<file path="src/rtl/prime_collector.sv">
// Drives a handshaked prime generator and queues strictly increasing results in a FIFO.
// Any generator fault or out-of-order result latches err and parks the FSM until reset.
module prime_collector #(
    parameter  int WIDTH = 16,
    parameter  int DEPTH = 8,
    localparam int AW    = $clog2(DEPTH)
) (
    input  logic             clk,
    input  logic             rst,
    input  logic             en,
    output logic             gen_go,
    input  logic             gen_ready,
    input  logic             gen_error,
    input  logic [WIDTH-1:0] gen_res,
    input  logic             pop,
    output logic [WIDTH-1:0] dout,
    output logic             empty,
    output logic             full,
    output logic [AW:0]      level,
    output logic             err,
    output logic [31:0]      total
);

    typedef enum logic [2:0] {
        IDLE,
        GO,
        WAIT_LOW,
        WAIT_HIGH,
        HALT
    } state_t;

    state_t           state_q;
    logic             gen_go_q;
    logic             err_q;
    logic [31:0]      total_q;
    logic [WIDTH-1:0] prev_q;
    logic             have_prev_q;

    logic [WIDTH-1:0] mem_q [DEPTH];
    logic [AW-1:0]    rd_ptr_q, rd_ptr_d;
    logic [AW-1:0]    wr_ptr_q;
    logic [AW:0]      level_q, level_d;
    logic [WIDTH-1:0] dout_q, dout_d;

    logic capture;
    logic res_ok;
    logic do_write;
    logic do_pop;

    assign capture  = (state_q == WAIT_HIGH) && gen_ready;
    assign res_ok   = !gen_error && (!have_prev_q || (gen_res > prev_q));
    assign do_write = capture && res_ok;
    assign do_pop   = pop && (level_q != '0);

    // A write landing on the slot that becomes the head must bypass the array.
    always_comb begin
        rd_ptr_d = rd_ptr_q + AW'(do_pop);
        level_d  = level_q;
        if (do_write && !do_pop) begin
            level_d = level_q + 1'b1;
        end else if (!do_write && do_pop) begin
            level_d = level_q - 1'b1;
        end
        dout_d = mem_q[rd_ptr_d];
        if (do_write && (wr_ptr_q == rd_ptr_d)) begin
            dout_d = gen_res;
        end
    end

    always_ff @(posedge clk or negedge rst) begin
        if (!rst) begin
            state_q     <= IDLE;
            gen_go_q    <= 1'b0;
            err_q       <= 1'b0;
            total_q     <= '0;
            prev_q      <= '0;
            have_prev_q <= 1'b0;
        end else begin
            case (state_q)
                IDLE: begin
                    if (en && !err_q && (level_q < (AW+1)'(DEPTH))) begin
                        state_q  <= GO;
                        gen_go_q <= 1'b1;
                    end
                end
                GO: begin
                    gen_go_q <= 1'b0;
                    state_q  <= WAIT_LOW;
                end
                WAIT_LOW: begin
                    if (!gen_ready) begin
                        state_q <= WAIT_HIGH;
                    end
                end
                WAIT_HIGH: begin
                    if (gen_ready) begin
                        if (res_ok) begin
                            state_q     <= IDLE;
                            prev_q      <= gen_res;
                            have_prev_q <= 1'b1;
                            total_q     <= total_q + 32'd1;
                        end else begin
                            state_q <= HALT;
                            err_q   <= 1'b1;
                        end
                    end
                end
                HALT: begin
                    state_q <= HALT;
                end
                default: begin
                    state_q  <= IDLE;
                    gen_go_q <= 1'b0;
                end
            endcase
        end
    end

    always_ff @(posedge clk or negedge rst) begin
        if (!rst) begin
            rd_ptr_q <= '0;
            wr_ptr_q <= '0;
            level_q  <= '0;
            dout_q   <= '0;
        end else begin
            rd_ptr_q <= rd_ptr_d;
            level_q  <= level_d;
            dout_q   <= dout_d;
            if (do_write) begin
                wr_ptr_q <= wr_ptr_q + 1'b1;
            end
        end
    end

    always_ff @(posedge clk) begin
        if (do_write) begin
            mem_q[wr_ptr_q] <= gen_res;
        end
    end

    assign gen_go = gen_go_q;
    assign err    = err_q;
    assign total  = total_q;
    assign level  = level_q;
    assign dout   = dout_q;
    assign empty  = (level_q == '0);
    assign full   = (level_q == (AW+1)'(DEPTH));

endmodule
</file>
<file path="config.mk">
export PLATFORM = sky130hd
export DESIGN_NAME = prime_collector
export DESIGN_NICKNAME = d
export VERILOG_FILES = /design/src/rtl/prime_collector.sv
export SDC_FILE = /design/constraint.sdc
export NUM_CORES = 1
export LEC_CHECK = 0
export BUFFER_PORTS_ARGS = -buffer_cell sky130_fd_sc_hd__buf_2
export CAP_MARGIN = 20
export CORE_MARGIN = 2
export CORE_UTILIZATION = 50
export CTS_BUF_LIST = sky130_fd_sc_hd__clkbuf_2 sky130_fd_sc_hd__clkbuf_4 sky130_fd_sc_hd__clkbuf_8
export CTS_CLUSTER_SIZE = 40
export DETAILED_ROUTE_END_ITERATION = 10
export GPL_ROUTABILITY_DRIVEN = 0
export PLACE_DENSITY = 0.69
export SLEW_MARGIN = 10
export SYNTH_ARGS = -nofsm -noshare
export SYNTH_HDL_FRONTEND = slang
export SYNTH_SLANG_ARGS = --single-unit
</file>
<file path="constraint.sdc">
create_clock -name clk -period 11.6 [get_ports clk]
set_input_delay 2.32 -clock clk [delete_from_list [all_inputs] [get_ports clk]]
set_output_delay 2.32 -clock clk [all_outputs]
set_load 0.05 [all_outputs]
</file>
==> impl_metrics.json, run 1 <==
{
  "outcome": "finished clean",
  "yosys.area.top_type_share_pct": 43.6,
  "antenna_found_initial": 1,
  "tns_ns": 0,
  "cp-start-kind": "input port",
  "grt_pass1_vias": 5282,
  "holdPathStages": 1,
  "synth_cell_types": 40,
  "clk_pin_slew_worst_paths_ns": 0.06,
  "worstPathArrival_ns": 6.19,
  "ir_drop_mv": 0.150,
  "synth-edff-count": 128,
  "numCtsBuffers": 35,
  "ys.flop_type": "edfxtp_1",
  "gr-total-overflow": 0,
  "path_class": "in2reg",
  "worst-r2r-cell-count": 16,
  "wl_um": 18400,
  "fin_crit_ns": 5.81,
  "clockBufferDepth": 3,
  "finClkSkew_ns": 0.0213,
  "final_area_sq_mm": 0.0103,
  "core_sq_mm": 0.0173,
  "placed_cell_area_sq_mm": 0.00947,
  "die-area_sq_mm": 0.0187,
  "cts_sinks": 208,
  "clock.fmax_mhz": 172,
  "hold_path_end": "total[31]$_DFFE_PN0P_",
  "worstPathRequired_ns": 11.98,
  "vias": 5039,
  "drc": 0,
  "final_layout_size_suffix_gt1_share_pct": 36.8,
  "worstHoldPathType": "reg2reg",
  "relSlewSlack_pct": 30.1,
  "drv_cap": 0,
  "cts_tree": "done",
  "holdBufCountCts": 0,
  "dp_hpwl_um": 11000,
  "grt_use_total_pct": 21.0,
  "drt_first_pass_iters": 4,
  "fillCellCount": 1302,
  "syn_avg_cell_area_sq_um": 16.4,
  "hold_violations": 0,
  "syn2layout_area_growth_pct": 16.3,
  "power_mw": 2.49,
  "post_cts_resized": 0,
  "post_cts_buffers": 0,
  "fp.dieH_um": 137,
  "min-delay-start": "total[31]$_DFFE_PN0P_",
  "detail_route.wl_per_cell_um": 20.7,
  "post_drt_via_cell_ratio": 5.66,
  "start_util_pct": 51.0,
  "ys_seq_elements": 208,
  "grt_pass1_wl_um": 29000,
  "slew_viol_final": 0,
  "h-tree-depth": 2,
  "setup_viol": 0,
  "rrSetupSlack_ns": 7.41,
  "layout_commonest_cell": "edfxtp_1",
  "syn-instance-count": 539,
  "grt_max_degree": 81,
  "crit_fanout": 26,
  "synth.cell_area_sq_mm": 0.00882,
  "cts_root_buffer": "clkbuf_8",
  "leakage_nw": 4.11,
  "portBuffers": 77,
  "r2r_end": "level[3]$_DFFE_PN0P_",
  "rows": 48,
  "drt_iter0_drc": 319,
  "async_flop_share_pct": 38.5,
  "finalCritPeriodShare_pct": 50.0,
  "fp.dieW_um": 137,
  "reg2reg_from": "prev_q[15]$_DFFE_PN0P_",
  "ant_nets": 0,
  "crit_path_end_kind": "flip-flop",
  "worstMarginPinSlew_ns": 1.05,
  "antenna_cells": 0,
  "powerDensity_mw_per_mm2": 243,
  "layout.nets": 686,
  "synth.yosys.seq_area_share_pct": 66.3,
  "num_io_pins": 78,
  "post-route-util_pct": 59.3,
  "clock_latency_ns": 0.52,
  "syn_nets": 585,
  "rsz0062_at_grt": "no",
  "yosysWarnings": 0,
  "layout_common_cells": "edfxtp_1 (128), dfrtp_1 (80), buf_2 (76)",
  "synth_top_area_cell": "edfxtp_1",
  "synthTopCellsByArea": "edfxtp_1 (44%), dfrtp_1 (23%), mux4_2 (8.2%)"
}
[final cells by class]
class	count	area (sq um)	area share, %
Clock buffer	54	637	6.21
Clock inverter	9	52.6	0.513
Inverter	21	78.8	0.769
Multi-Input combinational cell	287	2840	27.7
Sequential cell	208	5850	57.0
Tap cell	225	282	2.75
Timing Repair Buffer	87	523	5.10
[metal layers]
layer / vias up / wire, um / GRT usage (%)
met1: 2632 / 8110 / 28.7
met5: - / 7 / 0
met2: 105 / 9190 / 34.1
met4: 2 / 285 / 6.01
li1: 2271 / - / -
met3: 29 / 856 / 4.89
[cell families (layout without fill, tap and decap cells)]
| family | Yosys count | count (layout) | share of synthesized area [%] |
|---|---|---|---|
| DFF | 208 | 208 | 66.3 |
| and+or+nand+nor | 117 | 117 | 7.41 |
| muxes | 83 | 83 | 14.7 |
| buffers and inverters | 44 | 171 | 2.34 |
| xor gates and xnor gates | 41 | 41 | 4.07 |
| adders and majority gates | 24 | 24 | 3.49 |
| AOI/OAI and AO/OA | 22 | 22 | 1.67 |
[per-stage QoR]
step | std cells | setup WS [ns] | hold WS [ns]
floorplan | 539 | 5.64 | 0.438
global placement | 824 | 5.37 | 0.452
detailed placement | 824 | 5.27 | 0.453
CTS | 887 | 5.78 | 0.462
global route | 891 | 5.42 | 0.470
finish | 891 | 5.79 | 0.459
[cells in the mapped netlist, types with 2 or more instances]
master / count
and2_1: 2
nor4_1: 14
o21ai_0: 5
xnor2_1: 21
and3_1: 10
nor2b_1: 2
nand4_1: 15
nand3_1: 16
mux4_2: 32
buf_2: 3
buf_1: 5
nor3_1: 16
nand2_1: 20
dfrtp_1: 80
mux2i_1: 2
xor2_1: 20
edfxtp_1: 128
a21oi_1: 9
inv_1: 21
ha_1: 23
buf_6: 5
nor2_1: 8
clkbuf_1: 10
nand2b_1: 5
and4_1: 5
mux2_2: 48
[flip-flops by register name, indices dropped and copies added, names as in the netlist]
signal	count
rd_ptr_q	3
total	32
mem_q	128
dout	16
wr_ptr_q	3
level	4
have_prev_q	1
prev_q	16
gen_go	1
state_q	3
err	1
[worst max-delay path: stages]
cell	delay, ns
buf_2	0.16
ha_1	0.34
nand4_1	0.16
o22ai_1	0.09
a2111oi_0	0.74
a31oi_4	0.48
nand2_4	0.50
inv_1	0.09
ha_1	0.24
inv_1	0.12
ha_1	0.25
a21o_1	0.16
a21oi_1	0.18
xnor2_1	0.14
nor2_1	0.06
xor2_1	0.14
[worst max-delay path by stage]
stage / from / end / slack (ns) / cells past startpoint
detailed placement: gen_res[15] / level[3]$_DFFE_PN0P_ / 5.27 / 16
CTS: gen_res[15] / level[3]$_DFFE_PN0P_ / 5.78 / 16
finish: gen_res[15] / level[3]$_DFFE_PN0P_ / 5.79 / 16
floorplan: gen_res[15] / mem_q[0][0]$_DFFE_PP_ / 5.64 / 8
global placement: gen_res[15] / level[3]$_DFFE_PN0P_ / 5.37 / 16
global route: gen_res[15] / level[3]$_DFFE_PN0P_ / 5.42 / 16
[where the power goes]
group	internal, mW	total, mW	switching [mW]
logic	0.394	0.909	0.515
registers	0.882	0.948	0.0666
clock network	0.353	0.636	0.283
total	1.63	2.49	0.865
Power figures use the tool's default switching activity.
==> run 2: changes to the inputs <==
--- a/config.mk
+++ b/config.mk
@@ -5,6 +5,7 @@
 export SDC_FILE = /design/constraint.sdc
 export NUM_CORES = 1
 export LEC_CHECK = 0
+export ABC_AREA = 1
 export BUFFER_PORTS_ARGS = -buffer_cell sky130_fd_sc_hd__buf_2
 export CAP_MARGIN = 20
 export CORE_MARGIN = 2
@@ -13,7 +14,7 @@
 export CTS_CLUSTER_SIZE = 40
 export DETAILED_ROUTE_END_ITERATION = 10
 export GPL_ROUTABILITY_DRIVEN = 0
-export PLACE_DENSITY = 0.69
+export PLACE_DENSITY = 0.71
 export SLEW_MARGIN = 10
 export SYNTH_ARGS = -nofsm -noshare
 export SYNTH_HDL_FRONTEND = slang
==> constraint.sdc (replaced) <==
create_clock -name clk -period 5.3 [get_ports clk]
set_input_delay 1.06 -clock clk [delete_from_list [all_inputs] [get_ports clk]]
set_output_delay 1.06 -clock clk [all_outputs]
set_load 0.05 [all_outputs]
==> impl_metrics.json, run 2 <==
{
  "path_cells": "or3_1 -> o21ai_0 -> inv_1 -> ha_2 -> ha_1 -> xnor2_1 -> inv_2 -> nor2_2 -> nor4_4 -> buf_4 -> nand4_4 -> nand2_1 -> nand2_1",
  "synth_top_area_cell": "edfxtp_1",
  "synth.cell_area_sq_mm": 0.00944,
  "fillCellCount": 1550,
  "relSlewSlack_pct": 32.2,
  "detail_route.wl_per_cell_um": 16.9,
  "ys_seq_elements": 208,
  "slowest_delay_ns": 0.44,
  "fin_crit_ns": 3.36,
  "rows": 50,
  "crit_top_cell": "nand2_1",
  "gr-total-overflow": 0,
  "largest_register_ffs": 128,
  "rsz0062_at_grt": "no",
  "path_class": "reg2reg",
  "grt_use_total_pct": 22.0,
  "slew_viol_final": 0,
  "layout_common_cells": "nand2_1 (266), edfxtp_1 (128), dfrtp_1 (80)",
  "worstPathArrival_ns": 3.77,
  "cts_root_buffer": "clkbuf_8",
  "syn_nets": 950,
  "async_flop_share_pct": 38.5,
  "clock.fmax_mhz": 297,
  "crit_fanout": 34,
  "yosysMostFrequentCell": "nand2_1",
  "holdBufCountCts": 0,
  "drt_iter0_drc": 467,
  "wl_um": 21400,
  "grt_pass1_vias": 6552,
  "syn-instance-count": 904,
  "clk_pin_slew_worst_paths_ns": 0.06,
  "h-tree-depth": 2,
  "outcome": "finished clean",
  "syn_avg_cell_area_sq_um": 10.4,
  "layout_commonest_cell": "nand2_1",
  "yosysWarnings": 0,
  "finClkSkew_ns": 0.0334,
  "grt_max_degree": 65,
  "cp-start-kind": "flip-flop",
  "post_cts_buffers": 0,
  "cts_sinks": 208,
  "layout.nets": 1046,
  "drt_first_pass_iters": 5,
  "clock_latency_ns": 0.53,
  "hold_violations": 0,
  "core_sq_mm": 0.0186,
  "yosys.area.top_type_share_pct": 40.7,
  "tns_ns": 0,
  "worstPathRequired_ns": 5.71,
  "portBuffers": 77,
  "dp_slack_ns": 1.51,
  "numCtsBuffers": 36,
  "timing.final.ws_setup_ns": 1.94,
  "rrSetupSlack_ns": 1.94,
  "die-area_sq_mm": 0.0200,
  "synth_cell_types": 39,
  "drv_cap": 0,
  "dp_hpwl_um": 13200,
  "ant_nets": 0,
  "num_io_pins": 78,
  "post_cts_resized": 0,
  "slowest_stage": "dfrtp_1",
  "cts_tree": "done",
  "post_drt_via_cell_ratio": 5.40,
  "crit_path_end_kind": "flip-flop",
  "finalCritPeriodShare_pct": 63.4,
  "start_util_pct": 50.7,
  "worstMarginPinSlew_ns": 1.02,
  "drc": 0,
  "worstHoldPathType": "reg2reg",
  "fp.dieH_um": 141,
  "regMostFlops": "mem_q",
  "powerDensity_mw_per_mm2": 491,
  "grt_pass1_wl_um": 34600,
  "synth.yosys.seq_area_share_pct": 61.9,
  "synthTopCellsByCount": "nand2_1 (266), edfxtp_1 (128), dfrtp_1 (80), o21ai_0 (72), nor2_1 (66)",
  "synth-edff-count": 128,
  "antenna_found_initial": 1,
  "ir_drop_mv": 0.395,
  "setup_viol": 0,
  "fp.dieW_um": 141,
  "ys.flop_type": "edfxtp_1",
  "vias": 6817,
  "final_layout_size_suffix_gt1_share_pct": 17.7,
  "synthTopCellsByArea": "edfxtp_1 (41%), dfrtp_1 (21%), nand2_1 (11%)",
  "leakage_nw": 4.57,
  "clockBufferDepth": 3,
  "syn2layout_area_growth_pct": 14.9
}
## run 2: cell types whose count changed in the layout (fill, tap and decap cells not counted), moves of 21 or more
cell,delta
nand2_1,+246
o21ai_0,+67
nor2_1,+60
mux2_2,-48
mux4_2,-32
inv_1,+21
## run 2: critical path, delay by kind of cell (launching register included)
family	cells	cell delay [ns]
and+or+nand+nor	6	1.19
buffers and inverters	3	0.81
DFF	1	0.44
adders and majority gates	2	0.35
AOI/OAI and AO/OA	1	0.27
xor gates and xnor gates	1	0.15
## run 2: worst paths after layout
path | startpoint | endpoint | depth (start not counted)
max | level[0]$_DFFE_PN0P_ | dout[10]$_DFF_PN0_ | 13
min | err$_DFFE_PN0P_ | err$_DFFE_PN0P_ | 2
max reg2reg | level[0]$_DFFE_PN0P_ | dout[10]$_DFF_PN0_ | 13
min reg2reg | err$_DFFE_PN0P_ | err$_DFFE_PN0P_ | 2
max in group asynchronous | rst | level[3]$_DFFE_PN0P_ | 2
min in group asynchronous | rst | prev_q[12]$_DFFE_PN0P_ | 1
## run 2: kinds of logic (layout without fill, tap and decap cells)
family                     Yosys count  in the layout  synth area share [%]
xor gates and xnor gates            39             39                  3.62
and+or+nand+nor                    405            405                  18.1
AOI/OAI and AO/OA                  141            141                  8.72
buffers and inverters               87            211                  4.41
adders and majority gates           24             24                  3.26
other                                0              1                     0
DFF                                208            208                  61.9
## run 2: final cells by class
class | count | area [sq um] | share of cell area, %
sequential | 208 | 5850 | 53.9
multi-input combinational | 609 | 3220 | 29.7
clock buffer | 55 | 669 | 6.17
timing repair buffer | 97 | 551 | 5.07
tap | 234 | 293 | 2.70
inverter | 48 | 180 | 1.66
clock inverter | 11 | 87.6 | 0.807
antenna | 1 | 2.50 | 0.0231
## run 2: stage by stage
stage | utilization [%] | instance area, sq um | cells | hold WS, ns | total power [mW]
floorplan | - | 9440 | 904 | 0.463 | 3.40
detailed placement | 54.0 | 10100 | 1195 | 0.467 | 3.85
CTS | 58.1 | 10800 | 1261 | 0.480 | 5.36
finish | 58.2 | 10900 | 1263 | 0.485 | 5.33
global placement | 54.0 | 10100 | 1195 | 0.461 | 3.82
global route | 58.2 | 10800 | 1262 | 0.511 | 5.68
## run 2: per-layer routing
| metal | routed length (um) | up-vias | track usage [%] |
|---|---|---|---|
| met5 | 0 | - | 0 |
| li1 | - | 3322 | - |
| met1 | 9390 | 3269 | 29.8 |
| met3 | 1320 | 30 | 4.62 |
| met4 | 350 | 0 | 6.58 |
| met2 | 10300 | 196 | 36.0 |
## run 2: power breakdown
| group | switching (mW) | leakage (nW) | internal (mW) |
|---|---|---|---|
| logic | 1.33 | 2.04 | 0.602 |
| registers | 0.0629 | 2.12 | 1.84 |
| clock network | 0.635 | 0.407 | 0.863 |
